`config.mk`:
```
export PLATFORM = sky130hd
export DESIGN_NAME = fetch_ctrl_flat
export DESIGN_NICKNAME = d
export VERILOG_FILES = /design/src/rtl/fetch_ctrl_if.sv /design/src/rtl/fetch_ctrl.sv /design/src/flat_wrapper.sv
export SDC_FILE = /design/constraint.sdc
export NUM_CORES = 1
export LEC_CHECK = 0
export CAP_MARGIN = 30
export CORE_ASPECT_RATIO = 1.2
export CORE_MARGIN = 1.5
export CORE_UTILIZATION = 60
export DETAILED_ROUTE_END_ITERATION = 16
export DONT_BUFFER_PORTS = 1
export PLACE_DENSITY = 0.84
export SLEW_MARGIN = 20
export SYNTH_ARGS = -nofsm -noshare
export SYNTH_HDL_FRONTEND = slang
export SYNTH_SLANG_ARGS = --single-unit
```
`constraint.sdc`:
```
create_clock -name clk -period 3.49 [get_ports clk]
set_clock_uncertainty 0.1 [all_clocks]
set_input_delay 0.698 -clock clk [delete_from_list [all_inputs] [get_ports clk]]
set_output_delay 0.698 -clock clk [all_outputs]
set_load 0.02 [all_outputs]
```
`src/rtl/fetch_ctrl_if.sv`:
```
// Instruction-memory request/acknowledge bus between the fetch controller
// (master) and instruction memory (slave). Read data is valid in the ack cycle.
interface fetch_ctrl_if;
    logic        imem_req;
    logic [31:0] imem_addr;
    logic        imem_ack;
    logic [31:0] imem_rdata;

    modport master (
        output imem_req,
        output imem_addr,
        input  imem_ack,
        input  imem_rdata
    );

    modport slave (
        input  imem_req,
        input  imem_addr,
        output imem_ack,
        output imem_rdata
    );
endinterface

```
`src/rtl/fetch_ctrl.sv`:
```
// Instruction-fetch controller: drives the PC register, runs the req/ack
// handshake to instruction memory and presents fetched words to decode.
// A one-entry skid buffer absorbs a response that arrives while decode is
// stalled, redirects drop any response still in flight for the old path,
// and a wait counter flags (sticky) a request left un-acked too long.
module fetch_ctrl #(
    parameter int unsigned MAX_WAIT = 15
) (
    input  logic         clk,
    input  logic         rst_n,
    input  logic [31:0]  pc_q,
    output logic [31:0]  pc_d,
    output logic         pc_ce,
    fetch_ctrl_if.master mem,
    input  logic         redirect,
    input  logic [31:0]  redirect_pc,
    input  logic         stall,
    output logic         if_valid,
    output logic [31:0]  if_pc,
    output logic [31:0]  if_pc4,
    output logic [31:0]  if_instr,
    output logic         fetch_err
);
    localparam logic [3:0] WAIT_LIMIT = 4'(MAX_WAIT);

    typedef enum logic [1:0] {
        IDLE = 2'd0,
        REQ  = 2'd1,
        HOLD = 2'd2,
        DROP = 2'd3
    } state_t;

    state_t      state_reg;
    logic [31:0] req_addr_reg;
    logic [3:0]  wait_cnt_reg;
    logic [3:0]  wait_cnt_next;
    logic        skid_valid_reg;
    logic [31:0] skid_pc_reg;
    logic [31:0] skid_pc4_reg;
    logic [31:0] skid_instr_reg;

    logic        requesting;
    logic        acked;
    logic        redirect_take;
    logic        capture_ok;
    logic [31:0] pc_plus4;

    // A request is outstanding in REQ and in DROP; DROP replays the address
    // latched while in REQ so the bus stays stable until the stale ack.
    assign requesting    = (state_reg == REQ) || (state_reg == DROP);
    assign acked         = requesting && mem.imem_ack;
    assign redirect_take = redirect && (state_reg != IDLE);
    assign capture_ok    = !if_valid || !stall;
    assign pc_plus4      = pc_q + 32'd4;

    assign mem.imem_req  = requesting;
    assign mem.imem_addr = (state_reg == DROP) ? req_addr_reg :
                           ((state_reg == REQ) ? pc_q : 32'd0);

    // Next-PC selection: redirect wins, otherwise advance on a live REQ ack.
    always_comb begin
        pc_d  = pc_q;
        pc_ce = 1'b0;
        if (redirect_take) begin
            pc_d  = redirect_pc;
            pc_ce = 1'b1;
        end else if (acked && (state_reg == REQ)) begin
            pc_d  = pc_plus4;
            pc_ce = 1'b1;
        end
    end

    // Count consecutive un-acked request cycles, saturating at the limit.
    always_comb begin
        wait_cnt_next = wait_cnt_reg;
        if (acked) begin
            wait_cnt_next = 4'd0;
        end else if (requesting && (wait_cnt_reg < WAIT_LIMIT)) begin
            wait_cnt_next = wait_cnt_reg + 4'd1;
        end
    end

    // Fetch FSM with registered IF/ID outputs, skid buffer and timeout flag.
    always_ff @(posedge clk or negedge rst_n) begin
        if (!rst_n) begin
            state_reg      <= IDLE;
            req_addr_reg   <= 32'd0;
            wait_cnt_reg   <= 4'd0;
            skid_valid_reg <= 1'b0;
            skid_pc_reg    <= 32'd0;
            skid_pc4_reg   <= 32'd0;
            skid_instr_reg <= 32'd0;
            if_valid       <= 1'b0;
            if_pc          <= 32'd0;
            if_pc4         <= 32'd0;
            if_instr       <= 32'd0;
            fetch_err      <= 1'b0;
        end else begin
            wait_cnt_reg <= wait_cnt_next;
            if (wait_cnt_next == WAIT_LIMIT) begin
                fetch_err <= 1'b1;
            end

            case (state_reg)
                IDLE: begin
                    state_reg <= REQ;
                end

                REQ: begin
                    req_addr_reg <= pc_q;
                    if (redirect) begin
                        // Wrong-path response: drop now if it is here,
                        // otherwise wait for it in DROP.
                        if_valid       <= 1'b0;
                        skid_valid_reg <= 1'b0;
                        state_reg      <= mem.imem_ack ? REQ : DROP;
                    end else if (mem.imem_ack) begin
                        if (capture_ok) begin
                            if_valid <= 1'b1;
                            if_pc    <= pc_q;
                            if_pc4   <= pc_plus4;
                            if_instr <= mem.imem_rdata;
                        end else begin
                            skid_valid_reg <= 1'b1;
                            skid_pc_reg    <= pc_q;
                            skid_pc4_reg   <= pc_plus4;
                            skid_instr_reg <= mem.imem_rdata;
                            state_reg      <= HOLD;
                        end
                    end else if (capture_ok) begin
                        if_valid <= 1'b0;
                    end
                end

                HOLD: begin
                    if (redirect) begin
                        if_valid       <= 1'b0;
                        skid_valid_reg <= 1'b0;
                        state_reg      <= REQ;
                    end else if (!stall) begin
                        if_valid       <= skid_valid_reg;
                        if_pc          <= skid_pc_reg;
                        if_pc4         <= skid_pc4_reg;
                        if_instr       <= skid_instr_reg;
                        skid_valid_reg <= 1'b0;
                        state_reg      <= REQ;
                    end
                end

                DROP: begin
                    if (redirect) begin
                        // Latest target wins; the old request is still owed an ack.
                        if_valid       <= 1'b0;
                        skid_valid_reg <= 1'b0;
                    end else if (mem.imem_ack) begin
                        state_reg <= REQ;
                    end
                end

                default: begin
                    state_reg <= IDLE;
                end
            endcase
        end
    end
endmodule

```
`src/flat_wrapper.sv`:
```
// flat-port wrapper written by rule: the top's interface ports become plain ports
module fetch_ctrl_flat 
#(
    parameter int unsigned MAX_WAIT = 15
)
  (clk, rst_n, pc_q, pc_d, pc_ce, redirect, redirect_pc, stall, if_valid, if_pc, if_pc4, if_instr, fetch_err, mem_imem_req, mem_imem_addr, mem_imem_ack, mem_imem_rdata);
  fetch_ctrl_if mem_i ();
  input  logic clk;
  input  logic rst_n;
  input  logic [31:0] pc_q;
  output logic [31:0] pc_d;
  output logic pc_ce;
  input  logic redirect;
  input  logic [31:0] redirect_pc;
  input  logic stall;
  output logic if_valid;
  output logic [31:0] if_pc;
  output logic [31:0] if_pc4;
  output logic [31:0] if_instr;
  output logic fetch_err;
  output wire logic [$bits(mem_i.imem_req)-1:0] mem_imem_req;
  output wire logic [$bits(mem_i.imem_addr)-1:0] mem_imem_addr;
  input wire logic [$bits(mem_i.imem_ack)-1:0] mem_imem_ack;
  input wire logic [$bits(mem_i.imem_rdata)-1:0] mem_imem_rdata;
  assign mem_imem_req = mem_i.imem_req;
  assign mem_imem_addr = mem_i.imem_addr;
  assign mem_i.imem_ack = mem_imem_ack;
  assign mem_i.imem_rdata = mem_imem_rdata;
  fetch_ctrl #(.MAX_WAIT(MAX_WAIT)) u_core (.clk(clk), .rst_n(rst_n), .pc_q(pc_q), .pc_d(pc_d), .pc_ce(pc_ce), .mem(mem_i), .redirect(redirect), .redirect_pc(redirect_pc), .stall(stall), .if_valid(if_valid), .if_pc(if_pc), .if_pc4(if_pc4), .if_instr(if_instr), .fetch_err(fetch_err));
endmodule
```
==> impl_metrics.ini <==
[clocking]
clock_latency_ns = 0.52
htreeDepth = 1
cts_made_buffers = 24
root_buffer = clkbuf_16
ctsLongestPathBuffers = 3
path_clk_slew_ns = 0.07
cts_tree = built
cts.sinks = 229

[pwr]
switching_share_pct = 34.71
p_leak_nw = 5.821
powerDensity_nw_per_um2 = 675.7
p_switching_mw = 2.949
p_int_mw = 5.547
peakVddDrop_mv = 0.6488
pwr-share-clk_pct = 30.8
seqPwrFrac_pct = 52.2
p_comb_share_pct = 17.0

[run_status]
status = complete, but fails checks
violations = hold timing

[worst_setup_path]
cp_num_cells = 5
path_class = reg -> out
max_stage_delay_ns = 0.46
path_cells = buf_4 -> nand2_1 -> nor2_1 -> xnor2_1 -> a21oi_1
reg2regPathDepth = 6
worstPathArrival_ns = 2.52
r2r-start = u_core.state_reg[0]$_DFFE_PN0P_
critPathBufInv = 1
crit_fanout = 50
critPathTopFamily = flip-flops
worst-endpoint-required_ns = 2.69
critical_path.slowest_cell = dfrtp_2
r2r_end = u_core.if_pc4[20]$_DFFE_PN0P_
rrSetupSlack_ns = 0.66
startpoint_type = flop
end_kind = output port

[route]
postRouteAntennaNets = 0
vias_per_cell = 6.095
dr.pass1.iters = 5
vias = 9593
drt_first_iter_violations = 848
drc = 0
routedWlPerCell_um = 19.99
postRouteWirelength_um = 31470

[cells_and_area]
multi_input_area_um2 = 5218
final_nets = 1403
syn_to_final_growth_pct = 9.574
diodes = 0
fillers = 1471
post-route-util_pct = 66.93
layout-drive-gt1-share_pct = 10.55
register_area_um2 = 5733

[synth]
synth_adder_area_share_pct = 0.2181
synth_warnings = 0
mappedNetlistNets = 1441
synth_xor_xnor_area_share_pct = 1.756
synth.most_common_cell = nand2_1
synthCells = 1338
synth-seq-area-share_pct = 49.94
muxShareOfSynthArea_pct = 5.517
synth_compound_area_share_pct = 13.47
yosysTopAreaCell = dfrtp_1
yosys.cell_types.count = 54
synthFlopType = dfrtp_1
yosys.area_share.simple_pct = 24.14
synthTopCellsByArea = dfrtp_1 (50%), nand2_1 (13%), a31oi_1 (4.2%)
yosysTopAreaCellShare_pct = 49.94
ys_ff_latch = 229
avgSynthCellArea_um2 = 8.576
synth_area_um2 = 11470
synth_top_family_by_area = simple AND/OR/NAND/NOR gates
synth_edf_count = 0
ys_async_sr_fraction_pct = 100.0
synth_top_cells_by_count = nand2_1 (401), dfrtp_1 (229), nor2_1 (104)

[sta]
fin_setup_tns_ns = 0
fmax_mhz = 301.8
hold_slack_ns = -0.2243
setup_ws_ns = 0.1764
worst_pin_slew_ns = 0.6376
min_period_over_period_pct = 94.94
slew_headroom_pct = 57.17
grt_setup_unrepaired = no
finalMaxSlewViolations = 0
finalCriticalPeriod_ns = 3.314
finalSetupViolations = 0
hold_viol = 229

[placed_design]
hpwl_um = 21240
gp_congestion = 0.9200
place_ws_ns = 0.3253
portBuffers = 0

[run]
timing.max_cap.violations = 0

[die]
io_pins = 265
die_y_um = 154.5
core_um2 = 18790
row_count = 55
dieArea_um2 = 19970
initial_core_util_pct = 61.08
die_x_um = 129.2

[grt]
grt_max_degree = 230
antenna_found_initial = 0
grt_first_pass_wirelength_um = 49560
grt-ovfl-total = 0
grt.total_usage_pct = 31.22
grt_pass1_vias = 9231

[min_path]
hp-class = in -> async
==> power groups by stage <==
stage	registers, mW	clock network [mW]	logic [mW]
finish	4.43	2.62	1.45
global route	4.53	2.76	1.62
CTS	4.43	2.66	1.45
detailed placement	4.47	0	1.44
global placement	4.43	0	1.38
floorplan	4.26	0	1.22
==> cells by family after synthesis <==
logic type                 Yosys count
muxes                               60
AOI/OAI and AO/OA                  251
DFF                                229
adders and majority gates            2
xor gates and xnor gates            23
buffers and inverters              130
and+or+nand+nor                    643
==> worst max path at each step <==
stage / startpoint / endpoint / slack (ns)
after floorplan: pc_q[2] / pc_d[29] / 0.12
after global routing: u_core.state_reg[0]$_DFFE_PN0P_ / pc_d[4] / 0.05
after CTS: u_core.state_reg[1]$_DFFE_PN0P_ / pc_d[18] / 0.11
after global placement: pc_q[2] / pc_d[24] / 0.34
after detailed placement: pc_q[2] / pc_d[26] / 0.33
final: u_core.state_reg[0]$_DFFE_PN0P_ / pc_d[2] / 0.18
==> cell type report <==
class                   instances  area share [%]
clock buffers                  31           5.224
flip-flops and latches        229           45.60
inverters                      15          0.4478
well taps                     256           2.548
clock inverters                13           1.244
multi-input cells             979           41.50
repair buffers                 51           3.443
==> metal layers <==
| layer | track usage [%] | wire length [um] | vias up |
|---|---|---|---|
| met5 | 0 | 0 | - |
| met2 | 49.65 | 14800 | 480 |
| met4 | 12.79 | 1285 | 0 |
| met1 | 39.71 | 12020 | 4584 |
| met3 | 9.512 | 3364 | 88 |
| li1 | - | - | 4441 |
==> worst reg2reg max path, stage by stage, from the launching register on <==
cell and delay [ns]:
dfrtp_2 0.46, buf_4 0.45, nand2_1 0.15, or3_1 0.43, a21oi_4 0.45, nand2_1 0.41
o211ai_1 0.30
==> per-stage QoR <==
| step | hold WS, ns | cell area [um^2] | total power [mW] | std cells |
|---|---|---|---|---|
| after floorplan | 0.3024 | 11470 | 5.473 | 1338 |
| after global placement | 0.3078 | 11760 | 5.808 | 1530 |
| after detailed placement | 0.3068 | 11760 | 5.908 | 1530 |
| after CTS | -0.2433 | 12570 | 8.538 | 1574 |
| after global routing | -0.2388 | 12570 | 8.910 | 1574 |
| final | -0.2243 | 12570 | 8.496 | 1574 |
==> cells in the final DEF (no fill, tap or decap), drive strengths merged, types with 8 or more instances in the layout <==
| master | Yosys | layout |
|---|---|---|
| a21o | 9 | 9 |
| nor2 | 105 | 105 |
| xor2 | 12 | 12 |
| o211ai | 11 | 11 |
| a31oi | 77 | 77 |
| dfrtp | 229 | 229 |
| nor2b | 38 | 38 |
| clkbuf | 63 | 31 |
| nand2 | 402 | 402 |
| nor3 | 14 | 14 |
| nand4 | 14 | 14 |
| xnor2 | 11 | 11 |
| o311ai | 9 | 9 |
| a22oi | 13 | 13 |
| mux2i | 34 | 34 |
| nand3 | 28 | 28 |
| clkinv | 0 | 8 |
| a21oi | 18 | 18 |
| o21ai | 90 | 90 |
| inv | 15 | 15 |
| mux2 | 26 | 26 |
| buf | 52 | 51 |
==> timing repair <==
action	CTS	global route
gates resized for setup	0	1
buffers inserted	0	0
endpoints found under the setup margin	0	1
endpoints found under the hold margin	229	229
(Power assumes the default switching activity.)
